--- src/rtl/rhs_spi_responder_pkg.sv ---
// Shared constants and FSM state type for the RHS2116-style SPI responder.
package rhs_pkg;

    localparam int FRAME_BITS = 32;

    localparam logic [1:0] OP_CONVERT = 2'b00;
    localparam logic [1:0] OP_CLEAR   = 2'b01;
    localparam logic [1:0] OP_WRITE   = 2'b10;
    localparam logic [1:0] OP_READ    = 2'b11;

    localparam logic [15:0] WRITE_PREFIX = 16'hFFFF;
    localparam logic [15:0] READ_PREFIX  = 16'h0000;
    localparam logic [7:0]  CHIP_ID_ADDR = 8'd255;

    typedef enum logic [1:0] {
        ST_ARMED_WAIT,
        ST_IDLE,
        ST_SHIFT
    } state_t;

endpackage

--- src/rtl/rhs_spi_responder_sync.sv ---
// Multi-flop synchronizer for SCLK/MOSI/CS with rise/fall pulses on SCLK and CS.
module rhs_spi_sync #(
    parameter int SYNC_STAGES = 2
) (
    input  logic clk,
    input  logic rst,
    input  logic sclk_in,
    input  logic mosi_in,
    input  logic cs_in,
    output logic mosi,
    output logic cs,
    output logic sclk_rise,
    output logic sclk_fall,
    output logic cs_rise,
    output logic cs_fall
);

    logic [SYNC_STAGES-1:0] sclk_p0;
    logic [SYNC_STAGES-1:0] mosi_p0;
    logic [SYNC_STAGES-1:0] cs_p0;
    logic                   sclk_p1;
    logic                   cs_p1;

    // CS resets low so a frame already in flight at reset never produces a false falling edge.
    always_ff @(posedge clk) begin
        if (rst) begin
            sclk_p0 <= '0;
            mosi_p0 <= '0;
            cs_p0   <= '0;
            sclk_p1 <= 1'b0;
            cs_p1   <= 1'b0;
        end else begin
            sclk_p0 <= {sclk_p0[SYNC_STAGES-2:0], sclk_in};
            mosi_p0 <= {mosi_p0[SYNC_STAGES-2:0], mosi_in};
            cs_p0   <= {cs_p0[SYNC_STAGES-2:0], cs_in};
            sclk_p1 <= sclk_p0[SYNC_STAGES-1];
            cs_p1   <= cs_p0[SYNC_STAGES-1];
        end
    end

    assign mosi      = mosi_p0[SYNC_STAGES-1];
    assign cs        = cs_p0[SYNC_STAGES-1];
    assign sclk_rise =  sclk_p0[SYNC_STAGES-1] & ~sclk_p1;
    assign sclk_fall = ~sclk_p0[SYNC_STAGES-1] &  sclk_p1;
    assign cs_rise   =  cs_p0[SYNC_STAGES-1] & ~cs_p1;
    assign cs_fall   = ~cs_p0[SYNC_STAGES-1] &  cs_p1;

endmodule

--- src/rtl/rhs_spi_responder.sv ---
// Oversampled SPI responder emulating RHS2116 command/response timing (responses lag two frames).
// Optional sticky framing-error flag enabled by defining RHS_SPI_RESP_FRAME_ERR_EN.
module rhs_spi_responder
    import rhs_pkg::*;
#(
    parameter int          REG_COUNT   = 32,
    parameter int          SYNC_STAGES = 2,
    parameter logic [15:0] CHIP_ID     = 16'h0020
) (
    input  logic        clk,
    input  logic        rst,
    input  logic        SCLK,
    input  logic        MOSI,
    input  logic        CS,
    output logic        MISO,
    output logic        cmd_valid,
    output logic [31:0] cmd_word,
    output logic        frame_err
);

    localparam int AW = (REG_COUNT > 1) ? $clog2(REG_COUNT) : 1;

    logic mosi_s, cs_s, sclk_rise, sclk_fall, cs_rise, cs_fall;

    rhs_spi_sync #(.SYNC_STAGES(SYNC_STAGES)) u_sync (
        .clk       (clk),
        .rst       (rst),
        .sclk_in   (SCLK),
        .mosi_in   (MOSI),
        .cs_in     (CS),
        .mosi      (mosi_s),
        .cs        (cs_s),
        .sclk_rise (sclk_rise),
        .sclk_fall (sclk_fall),
        .cs_rise   (cs_rise),
        .cs_fall   (cs_fall)
    );

    state_t state, state_nx;

    logic [5:0]  bit_cnt;
    logic [31:0] rx_sr, tx_sr, tx_word, pending, resp;
    logic [9:0]  frame_cnt;
    logic [15:0] regs [REG_COUNT];

    logic [7:0]    addr;
    logic [AW-1:0] idx;
    logic          in_range, accept;

    assign addr     = rx_sr[23:16];
    assign idx      = addr[AW-1:0];
    assign in_range = int'(addr) < REG_COUNT;
    assign accept   = (state == ST_SHIFT) && cs_rise && (bit_cnt == 6'(FRAME_BITS));

    always_ff @(posedge clk) begin
        if (rst) state <= ST_ARMED_WAIT;
        else     state <= state_nx;
    end

    always_comb begin
        state_nx = state;
        case (state)
            ST_ARMED_WAIT: if (cs_s)    state_nx = ST_IDLE;
            ST_IDLE:       if (cs_fall) state_nx = ST_SHIFT;
            ST_SHIFT:      if (cs_rise) state_nx = ST_IDLE;
            default:                    state_nx = ST_ARMED_WAIT;
        endcase
    end

    always_comb begin
        resp = '0;
        case (rx_sr[31:30])
            OP_CONVERT: resp = {10'b0, rx_sr[21:16], 6'b0, frame_cnt};
            OP_WRITE:   resp = {WRITE_PREFIX, rx_sr[15:0]};
            OP_READ: begin
                if (addr == CHIP_ID_ADDR) resp = {READ_PREFIX, CHIP_ID};
                else if (in_range)        resp = {READ_PREFIX, regs[idx]};
                else                      resp = {READ_PREFIX, 16'h0000};
            end
            default:    resp = '0;
        endcase
    end

    // MSB of the transmit shifter is the live MISO bit; it is loaded at CS fall and shifted on SCLK fall.
    assign MISO = (state == ST_SHIFT) ? tx_sr[31] : 1'b0;

    always_ff @(posedge clk) begin
        if (rst) begin
            cmd_valid <= 1'b0;
            cmd_word  <= '0;
            bit_cnt   <= '0;
            rx_sr     <= '0;
            tx_sr     <= '0;
            tx_word   <= '0;
            pending   <= '0;
            frame_cnt <= '0;
            for (int i = 0; i < REG_COUNT; i++) regs[i] <= '0;
        end else begin
            cmd_valid <= 1'b0;
            if (state == ST_IDLE && cs_fall) begin
                bit_cnt <= '0;
                tx_sr   <= tx_word;
            end else if (state == ST_SHIFT && !cs_rise) begin
                if (sclk_rise && bit_cnt < 6'(FRAME_BITS)) begin
                    rx_sr   <= {rx_sr[30:0], mosi_s};
                    bit_cnt <= bit_cnt + 6'd1;
                end
                if (sclk_fall) tx_sr <= {tx_sr[30:0], 1'b0};
            end
            if (accept) begin
                cmd_valid <= 1'b1;
                cmd_word  <= rx_sr;
                tx_word   <= pending;
                pending   <= resp;
                if (rx_sr[31:30] == OP_CONVERT)           frame_cnt <= frame_cnt + 10'd1;
                if (rx_sr[31:30] == OP_WRITE && in_range) regs[idx] <= rx_sr[15:0];
            end
        end
    end

`ifdef RHS_SPI_RESP_FRAME_ERR_EN
    // Short frames and a 33rd SCLK rise both latch the flag until reset.
    always_ff @(posedge clk) begin
        if (rst) begin
            frame_err <= 1'b0;
        end else if (state == ST_SHIFT) begin
            if ((cs_rise && bit_cnt != 6'(FRAME_BITS)) ||
                (!cs_rise && sclk_rise && bit_cnt == 6'(FRAME_BITS)))
                frame_err <= 1'b1;
        end
    end
`else
    assign frame_err = 1'b0;
`endif

endmodule

--- config.mk ---
export PLATFORM = sky130hd
export DESIGN_NAME = rhs_spi_responder
export DESIGN_NICKNAME = d
export VERILOG_FILES = /design/src/rtl/rhs_spi_responder_pkg.sv /design/src/rtl/rhs_spi_responder_sync.sv /design/src/rtl/rhs_spi_responder.sv
export SDC_FILE = /design/constraint.sdc
export NUM_CORES = 1
export LEC_CHECK = 0
export ABC_CLOCK_PERIOD_IN_PS = 6440
export CAP_MARGIN = 20
export CELL_PAD_IN_SITES_DETAIL_PLACEMENT = 1
export CELL_PAD_IN_SITES_GLOBAL_PLACEMENT = 2
export CORE_AREA = 2 2 293 223
export DETAILED_ROUTE_END_ITERATION = 12
export DIE_AREA = 0 0 295 225
export GPL_TIMING_DRIVEN = 0
export PLACE_DENSITY_LB_ADDON = 0.05
export SLEW_MARGIN = 30
export SYNTH_ARGS = -nofsm -noshare
export SYNTH_HDL_FRONTEND = slang
export SYNTH_HIERARCHICAL = 1
export SYNTH_SLANG_ARGS = --single-unit
--- constraint.sdc ---
create_clock -name clk -period 6.44 [get_ports clk]
set_input_delay 1.932 -clock clk [delete_from_list [all_inputs] [get_ports clk]]
set_output_delay 1.932 -clock clk [all_outputs]
set_load 0.1 [all_outputs]
==> flow_summary_export.csv <==
group,metric,value,unit
detailed_routing,wirelength,101000,µm
logic_synthesis,synth_top_cell_by_area,"sky130_fd_sc_hd__edfxtp_1",
worst_setup_path,reg2reg_depth,6,
detailed_routing,residual_drc,0,
die,floorplan.initialDensity,0.478,
final_layout,final_layout_size_suffix_gt1_frac,0.115,
worst_setup_path,r2r_slack,2620,ps
clock_network,htreeDepth,3,
clock_network,largest_buffer_count_on_any_clock_path,3,
worst_setup_path,ws_path_type,"in2reg",
final_layout,n_fill_cell,6343,
clock_network,tritoncts_num_sinks,686,
sta,max_slew.worst_pin.slew,1040,ps
sta,clock_skew,24.8,ps
logic_synthesis,post_synth_instance_area,30200,µm²
power_and_ir_drop,final_total_pwr,9260,µW
detailed_routing,wl_met1,45900,µm
placed_design,postPlaceCellArea,31700,µm²
detailed_routing,detailroute.wirelength.met3,9620,µm
logic_synthesis,synthesis.area_per_instance,12.9,µm²
detailed_routing,dr.first_iter.drc_count,2491,
placed_design,port_buffers,38,
sta,maxClockFrequency,181,MHz
logic_synthesis,synth_edf_count,512,
power_and_ir_drop,vdd_drop_max,0.000184,V
clock_network,post_cts.repair.setup_buffers,0,
logic_synthesis,post_synth_inst_count,2347,
grt,number_of_global_route_vias_before_repair,20100,
detailed_routing,wl_per_cell,30.0,µm
sta,tns,0,ps
grt,initial_antenna_violation_count,8,
sta,report.final.hold_viol_count,0,
outcome,outcome,"finished clean",
logic_synthesis,synth_nets,2355,
final_layout,final_net_count,2466,
worst_setup_path,crit-reg2reg-launch,"u_sync/cs_p0[1]$_SDFF_PP0_",
final_layout,most_common_cell_after_layout_fill_and_taps_aside,"sky130_fd_sc_hd__and2_1",
worst_setup_path,critPathLaunchType,"input pin",
logic_synthesis,yosysWarnings,6,
final_layout,area_delta_synth_final,12.2,%
grt,grt_max_degree,17,
die,fp.dieH,225,µm
power_and_ir_drop,p_leak,0.0112,µW
clock_network,cts-buffers-inserted,71,
logic_synthesis,ys_types,55,
worst_setup_path,worst_ep_required_time,6690,ps
logic_synthesis,ys_dominant_reg_cell,"sky130_fd_sc_hd__edfxtp_1",
detailed_routing,routed-via-count,20100,
final_layout,utilization,0.537,
logic_synthesis,synth.area.top_cells,"sky130_fd_sc_hd__edfxtp_1 (51%), sky130_fd_sc_hd__dfxtp_1 (12%), sky130_fd_sc_hd__and2_1 (11%)",
clock_network,clock_latency,630,ps
worst_setup_path,rr_endpoint,"regs[2][6]$_SDFFCE_PN0P_",
die,floorplan.die.width,295,µm
grt,grt_util_all_layers,0.310,
worst_setup_path,critical_path.max_fanout,16,
hold_path,timing.hold.worst.start,"u_sync/cs_p0[0]$_SDFF_PP0_",
sta,max_slew_violation_count,0,
clock_network,ctsRootBufferMaster,"sky130_fd_sc_hd__clkbuf_16",
clock_network,post_cts_hold_buffer_count,0,
run,number_of_max_capacitance_violations_reported,0,
sta,grt_setup_unrepaired,"no",
detailed_routing,highest_layer,"met5",
hold_path,min_delay_worst_endpoint,"u_sync/cs_p0[1]$_SDFF_PP0_",
worst_setup_path,setup.worst_path.end_class,"flop",
logic_synthesis,synthArstFlopShare,0,
logic_synthesis,postSynthRegisterBits,686,
power_and_ir_drop,power.density_cell_area,273,nW/µm²
sta,period_minus_slack,5540,ps
sta,max-slew-margin-rel,0.307,
grt,global_route.overflow_total,0,
die,floorplan.die_area,66400,µm²
sta,period_share,0.860,
final_layout,stdcell_area,33900,µm²
placed_design,gpl.final_weighted_congestion,0.919,
worst_setup_path,crit_arrival,5780,ps
hold_path,path_class_of_the_lowest_slack_min_delay_path,"reg2reg",
clock_network,cts_resized,0,
detailed_routing,avgViaCountPerCell,5.93,
die,num_io_pins,40,
grt,grt_first_pass_wirelength,144000,µm
hold_path,holdPathStages,1,
logic_synthesis,sequential_element_share_of_the_synthesized_area,0.624,
logic_synthesis,synth.top_cell.area_share,0.509,
clock_network,cts.clk_slew.worst_paths,60,ps
die,core_region_area,63200,µm²
die,rows,80,
detailed_routing,met2WireLength,43100,µm
detailed_routing,ant_nets,0,
detailed_routing,drt-pass1-iter-count,5,
placed_design,dp_hpwl,71800,µm
final_layout,most-common-layout-cells,"sky130_fd_sc_hd__and2_1 (516), sky130_fd_sc_hd__edfxtp_1 (512), sky130_fd_sc_hd__nand2_1 (245), sky130_fd_sc_hd__clkbuf_1 (178), sky130_fd_sc_hd__dfxtp_1 (174)",
clock_network,tritoncts,"built",
sta,setup_viol_count_final,0,
-- critical path: stages --
cell and delay, ps:
sky130_fd_sc_hd__clkdlybuf4s50_1 620, sky130_fd_sc_hd__clkbuf_1 430, sky130_fd_sc_hd__nor4_1 340, sky130_fd_sc_hd__and4_1 300, sky130_fd_sc_hd__nand3b_1 660, sky130_fd_sc_hd__nor2_1 900, sky130_fd_sc_hd__or2_2 580
-- through the flow --
step | instances | worst slack [ps] | hold slack, ps
detailed placement | 3246 | 295 | 431
global placement | 3246 | 379 | 432
floorplan | 2347 | 2540 | 414
finish | 3382 | 904 | 441
global route | 3376 | 775 | 470
CTS | 3376 | 926 | 444
-- state kept, by name, summed over array words and instances (netlist names), 2 cells and up, named ones only --
name and count:
bit_cnt 6, cmd_word 32, frame_cnt 10, pending 23, regs 512, rx_sr 32, state 2, tx_sr 32
tx_word 23, u_sync/cs_p0 2, u_sync/mosi_p0 2, u_sync/sclk_p0 2
-- area by class of cell --
type / count / area, µm² / area share
inverters: 8 / 30.0 / 0.000886
plain buffers: 212 / 926 / 0.0273
multi-input cells: 1441 / 10400 / 0.307
clock buffers: 105 / 2040 / 0.0602
flip-flops and latches: 686 / 18900 / 0.556
well taps: 861 / 1080 / 0.0318
repair buffers: 38 / 380 / 0.0112
clock inverters: 25 / 180 / 0.00531
diodes: 6 / 15.0 / 0.000443
-- power by group --
group / switching (µW) / internal, µW
Combinational: 180 / 75.7
Clock: 1770 / 2280
Sequential: 53.8 / 4900
-- Yosys cell counts (all sizes together) (3+ instances only) --
cell type,number
or3b,3
nand2b,5
o22ai,23
xor2,5
a21oi,116
and2,516
inv,8
ha,3
a311oi,21
a22o,19
xnor2,5
mux4,107
nor2,99
mux2i,82
nor3,22
a22oi,7
nand2,245
o21ai,24
a211oi,11
o221ai,6
nand3b,6
or3,11
buf,58
or2,33
nand4,5
dfxtp,174
nor2b,17
o41ai,9
a221oi,3
edfxtp,512
and3,5
clkbuf,154
nand3,13
-- worst max path at each step --
stage,from,endpoint,slack [ps],cells past startpoint
final,rst,regs[2][6]$_SDFFCE_PN0P_,900,7
after global routing,rst,regs[1][11]$_SDFFCE_PN0P_,770,7
after CTS,rst,regs[13][12]$_SDFFCE_PN0P_,930,7
after detailed placement,rst,regs[13][12]$_SDFFCE_PN0P_,300,7
after global placement,rst,regs[2][10]$_SDFFCE_PN0P_,380,7
after floorplan,rst,regs[28][0]$_SDFFCE_PN0P_,2540,7
-- logic make-up (layout without fill, tap and decap cells) --
group           count (synthesis)  after routing  synth area share
buf+inv                       220            388            0.0316
flops                         686            686             0.624
mux                           190            190             0.107
other cells                     1              7          0.000124
compound gates                249            249            0.0520
xor+xnor                       10             10           0.00290
simple gates                  988            988             0.180
fa+ha+maj                       3              3           0.00124
-- per-layer routing --
metal	global-route usage	vias to the layer above
met2	0.443	839
met4	0.0848	2
met3	0.0727	133
met1	0.470	10500
li1	-	8598
met5	0	-
Power figures use the tool's default switching activity.
